===== config.mk =====
export PLATFORM = sky130hd
export DESIGN_NAME = alien_bomb_flat
export DESIGN_NICKNAME = d
export VERILOG_FILES = /design/src/rtl/alien_bomb_if.sv /design/src/rtl/alien_bomb.sv /design/src/flat_wrapper.sv
export SDC_FILE = /design/constraint.sdc
export NUM_CORES = 1
export LEC_CHECK = 0
export CORE_MARGIN = 3
export CORE_UTILIZATION = 55
export DETAILED_ROUTE_END_ITERATION = 7
export HOLD_SLACK_MARGIN = 0.05
export PLACE_DENSITY = 0.86
export SLEW_MARGIN = 5
export SYNTH_ARGS = -nofsm -noshare
export SYNTH_HDL_FRONTEND = slang
export SYNTH_SLANG_ARGS = --single-unit

===== constraint.sdc =====
create_clock -name clk -period 7.6 [get_ports clk]
set_clock_uncertainty 0.05 [all_clocks]
set_input_delay 1.52 -clock clk [delete_from_list [all_inputs] [get_ports clk]]
set_output_delay 1.52 -clock clk [all_outputs]
set_load 0.1 [all_outputs]

===== src/rtl/alien_bomb_if.sv =====
// ============================================================================
// alien_bomb_if : launch request, rocket position and pixel-request bundle
// Rev 1.0
// ============================================================================
`default_nettype none

interface alien_bomb_if;
  logic       fireReq;
  logic [7:0] fireX;
  logic [6:0] fireY;
  logic [7:0] rocketX;
  logic       fireAck;
  logic [7:0] bombX;
  logic [6:0] bombY;
  logic [2:0] colour;
  logic       drawEn;
  logic       hitPlayer;
  logic       busy;

  modport master (
    output fireReq, fireX, fireY, rocketX,
    input  fireAck, bombX, bombY, colour, drawEn, hitPlayer, busy
  );

  modport slave (
    input  fireReq, fireX, fireY, rocketX,
    output fireAck, bombX, bombY, colour, drawEn, hitPlayer, busy
  );
endinterface

`default_nettype wire


===== src/rtl/alien_bomb.sv =====
// ============================================================================
// alien_bomb : single downward bomb stepping the playfield, draw/erase + hit
// Rev 1.0
// ============================================================================
`default_nettype none

module alien_bomb #(
  parameter int TICKS_PER_STEP = 12500000,
  parameter int STEP           = 4,
  parameter int ROCKET_Y       = 105,
  parameter int ROCKET_W       = 8,
  parameter int Y_BOTTOM       = 116
) (
  input  logic        clk,
  input  logic        reset,
  alien_bomb_if.slave bus
);

  localparam int CNT_W = (TICKS_PER_STEP > 1) ? $clog2(TICKS_PER_STEP) : 1;
  localparam logic [CNT_W-1:0] C_CNT_LOAD = CNT_W'(TICKS_PER_STEP - 1);

  typedef enum logic [2:0] {
    S_IDLE  = 3'd0,
    S_DRAW  = 3'd1,
    S_WAIT  = 3'd2,
    S_ERASE = 3'd3,
    S_MOVE  = 3'd4,
    S_CHECK = 3'd5
  } state_t;

  state_t           state_q, state_d;
  logic [CNT_W-1:0] cnt_q, cnt_d;
  logic [7:0]       bomb_x_q, bomb_x_d;
  logic [6:0]       bomb_y_q, bomb_y_d;
  logic             hit_q, hit_d;

  logic       w_fire_ack;
  logic [2:0] w_colour;
  logic       w_draw_en;
  logic       w_busy;

  logic [7:0] w_y_sum;
  logic [6:0] w_y_next;
  logic [8:0] w_x9;
  logic [8:0] w_rx9;
  logic [8:0] w_rx_end;
  logic       w_hit;
  logic       w_bottom;

  // Step sum is one bit wider than bombY so it can be clamped at the bottom edge
  assign w_y_sum  = {1'b0, bomb_y_q} + 8'(STEP);
  assign w_y_next = (w_y_sum > 8'd127) ? 7'd127 : w_y_sum[6:0];

  // 9-bit span so a rocket near the right edge does not wrap to x=0
  assign w_x9     = {1'b0, bomb_x_q};
  assign w_rx9    = {1'b0, bus.rocketX};
  assign w_rx_end = w_rx9 + 9'(ROCKET_W);
  assign w_hit    = (bomb_y_q >= 7'(ROCKET_Y)) && (w_x9 >= w_rx9) && (w_x9 < w_rx_end);
  assign w_bottom = (bomb_y_q >= 7'(Y_BOTTOM));

  always_ff @(posedge clk or negedge reset) begin
    if (!reset) begin
      state_q  <= S_IDLE;
      cnt_q    <= '0;
      bomb_x_q <= '0;
      bomb_y_q <= '0;
      hit_q    <= 1'b0;
    end else begin
      state_q  <= state_d;
      cnt_q    <= cnt_d;
      bomb_x_q <= bomb_x_d;
      bomb_y_q <= bomb_y_d;
      hit_q    <= hit_d;
    end
  end

  always_comb begin
    state_d    = state_q;
    cnt_d      = cnt_q;
    bomb_x_d   = bomb_x_q;
    bomb_y_d   = bomb_y_q;
    hit_d      = 1'b0;
    w_fire_ack = 1'b0;
    w_colour   = 3'b000;
    w_draw_en  = 1'b0;
    w_busy     = 1'b1;

    unique case (state_q)
      S_IDLE: begin
        w_busy = 1'b0;
        if (bus.fireReq) begin
          w_fire_ack = 1'b1;
          bomb_x_d   = bus.fireX;
          bomb_y_d   = bus.fireY;
          state_d    = S_DRAW;
        end
      end
      S_DRAW: begin
        w_draw_en = 1'b1;
        w_colour  = 3'b111;
        cnt_d     = C_CNT_LOAD;
        state_d   = S_WAIT;
      end
      S_WAIT: begin
        if (cnt_q == '0) begin
          state_d = S_ERASE;
        end else begin
          cnt_d = cnt_q - 1'b1;
        end
      end
      S_ERASE: begin
        w_draw_en = 1'b1;
        state_d   = S_MOVE;
      end
      S_MOVE: begin
        bomb_y_d = w_y_next;
        state_d  = S_CHECK;
      end
      S_CHECK: begin
        // A hit wins over reaching the bottom; both retire without a redraw
        if (w_hit) begin
          hit_d   = 1'b1;
          state_d = S_IDLE;
        end else if (w_bottom) begin
          state_d = S_IDLE;
        end else begin
          state_d = S_DRAW;
        end
      end
      default: begin
        state_d = S_IDLE;
      end
    endcase
  end

  assign bus.fireAck   = w_fire_ack;
  assign bus.bombX     = bomb_x_q;
  assign bus.bombY     = bomb_y_q;
  assign bus.colour    = w_colour;
  assign bus.drawEn    = w_draw_en;
  assign bus.hitPlayer = hit_q;
  assign bus.busy      = w_busy;

endmodule

`default_nettype wire


===== src/flat_wrapper.sv =====
// flat-port wrapper written by rule: the top's interface ports become plain ports
module alien_bomb_flat 
#(
  parameter int TICKS_PER_STEP = 12500000,
  parameter int STEP           = 4,
  parameter int ROCKET_Y       = 105,
  parameter int ROCKET_W       = 8,
  parameter int Y_BOTTOM       = 116
)
  (clk, reset, bus_fireReq, bus_fireX, bus_fireY, bus_rocketX, bus_fireAck, bus_bombX, bus_bombY, bus_colour, bus_drawEn, bus_hitPlayer, bus_busy);
  alien_bomb_if bus_i ();
  input  logic clk;
  input  logic reset;
  input wire logic [$bits(bus_i.fireReq)-1:0] bus_fireReq;
  input wire logic [$bits(bus_i.fireX)-1:0] bus_fireX;
  input wire logic [$bits(bus_i.fireY)-1:0] bus_fireY;
  input wire logic [$bits(bus_i.rocketX)-1:0] bus_rocketX;
  output wire logic [$bits(bus_i.fireAck)-1:0] bus_fireAck;
  output wire logic [$bits(bus_i.bombX)-1:0] bus_bombX;
  output wire logic [$bits(bus_i.bombY)-1:0] bus_bombY;
  output wire logic [$bits(bus_i.colour)-1:0] bus_colour;
  output wire logic [$bits(bus_i.drawEn)-1:0] bus_drawEn;
  output wire logic [$bits(bus_i.hitPlayer)-1:0] bus_hitPlayer;
  output wire logic [$bits(bus_i.busy)-1:0] bus_busy;
  assign bus_i.fireReq = bus_fireReq;
  assign bus_i.fireX = bus_fireX;
  assign bus_i.fireY = bus_fireY;
  assign bus_i.rocketX = bus_rocketX;
  assign bus_fireAck = bus_i.fireAck;
  assign bus_bombX = bus_i.bombX;
  assign bus_bombY = bus_i.bombY;
  assign bus_colour = bus_i.colour;
  assign bus_drawEn = bus_i.drawEn;
  assign bus_hitPlayer = bus_i.hitPlayer;
  assign bus_busy = bus_i.busy;
  alien_bomb #(.TICKS_PER_STEP(TICKS_PER_STEP), .STEP(STEP), .ROCKET_Y(ROCKET_Y), .ROCKET_W(ROCKET_W), .Y_BOTTOM(Y_BOTTOM)) u_core (.clk(clk), .reset(reset), .bus(bus_i));
endmodule

==> flow_metrics.tcl <==
set metrics [dict create \
    status "complete, no violations" \
    tns_ns 0 \
    placed_cells 378 \
    post_cts_buffers 0 \
    clk_pin_slew_ns 0.08 \
    timing.critical_path.to_type "primary output" \
    min_path_type "flip-flop to flip-flop" \
    drv_cap 0 \
    setup_viol 0 \
    track_usage 0.217 \
    antenna_found_initial 0 \
    ant_nets 0 \
    synth_edf_count 0 \
    yosys-top-cells-area "dfrtp_1 (41%), ha_1 (8.6%), nand2_1 (5.6%)" \
    ys_ff_latch 43 \
    worstSkewPairLatency_ns 0.29 \
    drv_slew 0 \
    critical_path_class "primary input to primary output" \
    crit_fanout 18 \
    start_util 0.583 \
    grt_start_max_net_pins 44 \
    netlist_instances 294 \
    worstHoldStart "u_core.cnt_q[7]" \
    synth_common_cells "dfrtp_1 (43), nand2_1 (39), inv_1 (19)" \
    synth_warnings 0 \
    place.gp.congestion 0.826 \
    avgRoutedWirePerCell_um 14.6 \
    holdBufCountCts 0 \
    slew-limit-headroom 0.337 \
    clkSinkCount 43 \
    hold_path_depth 1 \
    postSynthAreaPerCell_sq_um 8.87 \
    hold_slack_ns 0.453 \
    drt_wl_total_mm 5.62 \
    cellPowerDensity_mw_per_mm2 420 \
    vias 2285 \
    fin_cells 386 \
    min_to "u_core.cnt_q[7]" \
    grt_pass1_wl_mm 9.50 \
    nNetsFinal 377 \
    die_h_um 74.9 \
    die_x_um 74.9 \
    slowest_delay_ns 1.12 \
    ys_seq_area_frac 0.412 \
    ir_drop_mv 0.280 \
    hpwl_mm 4.11 \
    synth_top_area_frac 0.412 \
    cp_slowest_cell "clkdlybuf4s50_1" \
    finalPower_w 0.00133 \
    drt-initial-drc-count 141 \
    rr_endpoint "u_core.cnt_q[4]" \
    coreArea_sq_mm 0.00447 \
    cts_root_buf "clkbuf_8" \
    r2r_start "u_core.cnt_q[0]" \
    drive_gt1_frac 0.0329 \
    grt-ovfl-total 0 \
    power_leakage_nw 1.31 \
    vias_per_cell 5.92 \
    port_buffers 47 \
    dieArea_sq_mm 0.00561 \
    synthArstFlopShare 1.00 \
    rsz0062_at_grt "false" \
    hold_violations 0 \
    required_ns 6.03 \
    drc 0 \
    worst_pin_slew_ns 0.992 \
    path_cells "clkdlybuf4s50_1, nand2_1, clkinv_1, clkdlybuf4s50_1" \
    cts_resized 0 \
    period_minus_slack_ns 5.57 \
    area_delta_synth_final_pct 21.7 \
    synthMostInstantiatedCell "dfrtp_1" \
    synth_fp_nets 338 \
    yosysTopAreaCell "dfrtp_1" \
    synth.distinct_cells 48 \
    drtPass1Iterations 4 \
    cts_buffers 5 \
    cp.arrival_ns 4.00 \
    clk_path_buf_depth 2 \
    period_share 0.733 \
    grt_pass1_vias 2181 \
    fp-row-count 24 \
    crit_top_cell "clkdlybuf4s50_1" \
    rrSetupSlack_ns 4.38 \
    io_pins 48 \
    cp-start-kind "primary input" \
    synth_area_sq_mm 0.00261 \
    r2r_cells 7 \
    tritoncts "built" \
    synthFlopType "dfrtp_1" \
    n_antenna_cell 0 \
    timing.fmax_ghz 0.179 \
    htree_levels 2 \
]
==> registers in the layout, indices dropped and copies added (netlist names) <==
register / flops
u_core.cnt_q: 24
u_core.bus.bombX: 8
u_core.state_q: 3
u_core.bus.bombY: 7
u_core.bus.hitPlayer: 1
==> report_power, final <==
group | switching [W] | internal, W
Sequential | 0.0000775 | 0.000284
Clock | 0.0000779 | 0.0000827
Combinational | 0.000602 | 0.000210
==> cell families after synthesis <==
family	synth area share
AO/OA/AOI/OAI	0.165
XOR/XNOR	0.0269
adder cells (fa/ha/maj)	0.0863
buffers and inverters	0.0552
flip-flops	0.412
multiplexers	0.00384
AND/OR/NAND/NOR	0.250
==> cells in the final DEF (no fill, tap or decap), types with 5 or more instances in the layout <==
cell type / instances
clkdlybuf4s50_1: 46
a21oi_1: 8
ha_1: 18
dfrtp_1: 43
clkbuf_8: 7
nor2_1: 15
xnor2_1: 5
nand2b_1: 5
or4_1: 13
o211ai_1: 5
o31ai_1: 8
or3_1: 5
nand2_1: 39
inv_1: 19
a31oi_1: 7
o21ai_0: 12
nor3_1: 8
nand3_1: 14
a211oi_1: 6
==> metal layers <==
layer,vias to the layer above,routed length (um),part of all wire,track usage
met1,1068,2540,0.45,0.272
met4,0,42,0.0075,0.0474
met2,56,2760,0.49,0.385
met3,4,279,0.050,0.0454
met5,-,0,0,0
li1,1157,-,-,-
==> cell type report <==
| class | instances | area, sq um |
|---|---|---|
| tap | 52 | 65.1 |
| clock buffer | 7 | 96.3 |
| fill | 344 | 1300 |
| clock inverter | 1 | 7.51 |
| timing repair buffer | 47 | 465 |
| multi-input combinational | 216 | 1390 |
| inverter | 20 | 75.1 |
| sequential | 43 | 1080 |
==> stage by stage <==
| stage | cell area [sq um] | worst slack [ns] | util |
|---|---|---|---|
| finish | 3170 | 2.03 | 0.709 |
| global route | 3170 | 1.89 | 0.709 |
| CTS | 3170 | 2.02 | 0.709 |
| detailed placement | 3070 | 2.03 | 0.686 |
| global placement | 3070 | 2.09 | 0.686 |
| floorplan | 2610 | 2.10 | - |
==> critical path, delay by kind of cell <==
family | cells | cell delay (ns)
buf+inv | 3 | 2.11
simple gates | 1 | 0.38
==> worst max-delay path by stage <==
stage                      start             to  slack (ns)  depth (start not counted)
6_report             bus_fireReq    bus_fireAck        2.03                          4
5_1_grt              bus_fireReq    bus_fireAck        1.89                          4
4_1_cts              bus_fireReq    bus_fireAck        2.02                          4
3_5_place_dp         bus_fireReq    bus_fireAck        2.03                          4
3_3_place_gp         bus_fireReq    bus_fireAck        2.09                          4
2_1_floorplan  u_core.state_q[0]  bus_colour[1]        2.10                          7
No activity file was read; power rests on OpenSTA's default activity.
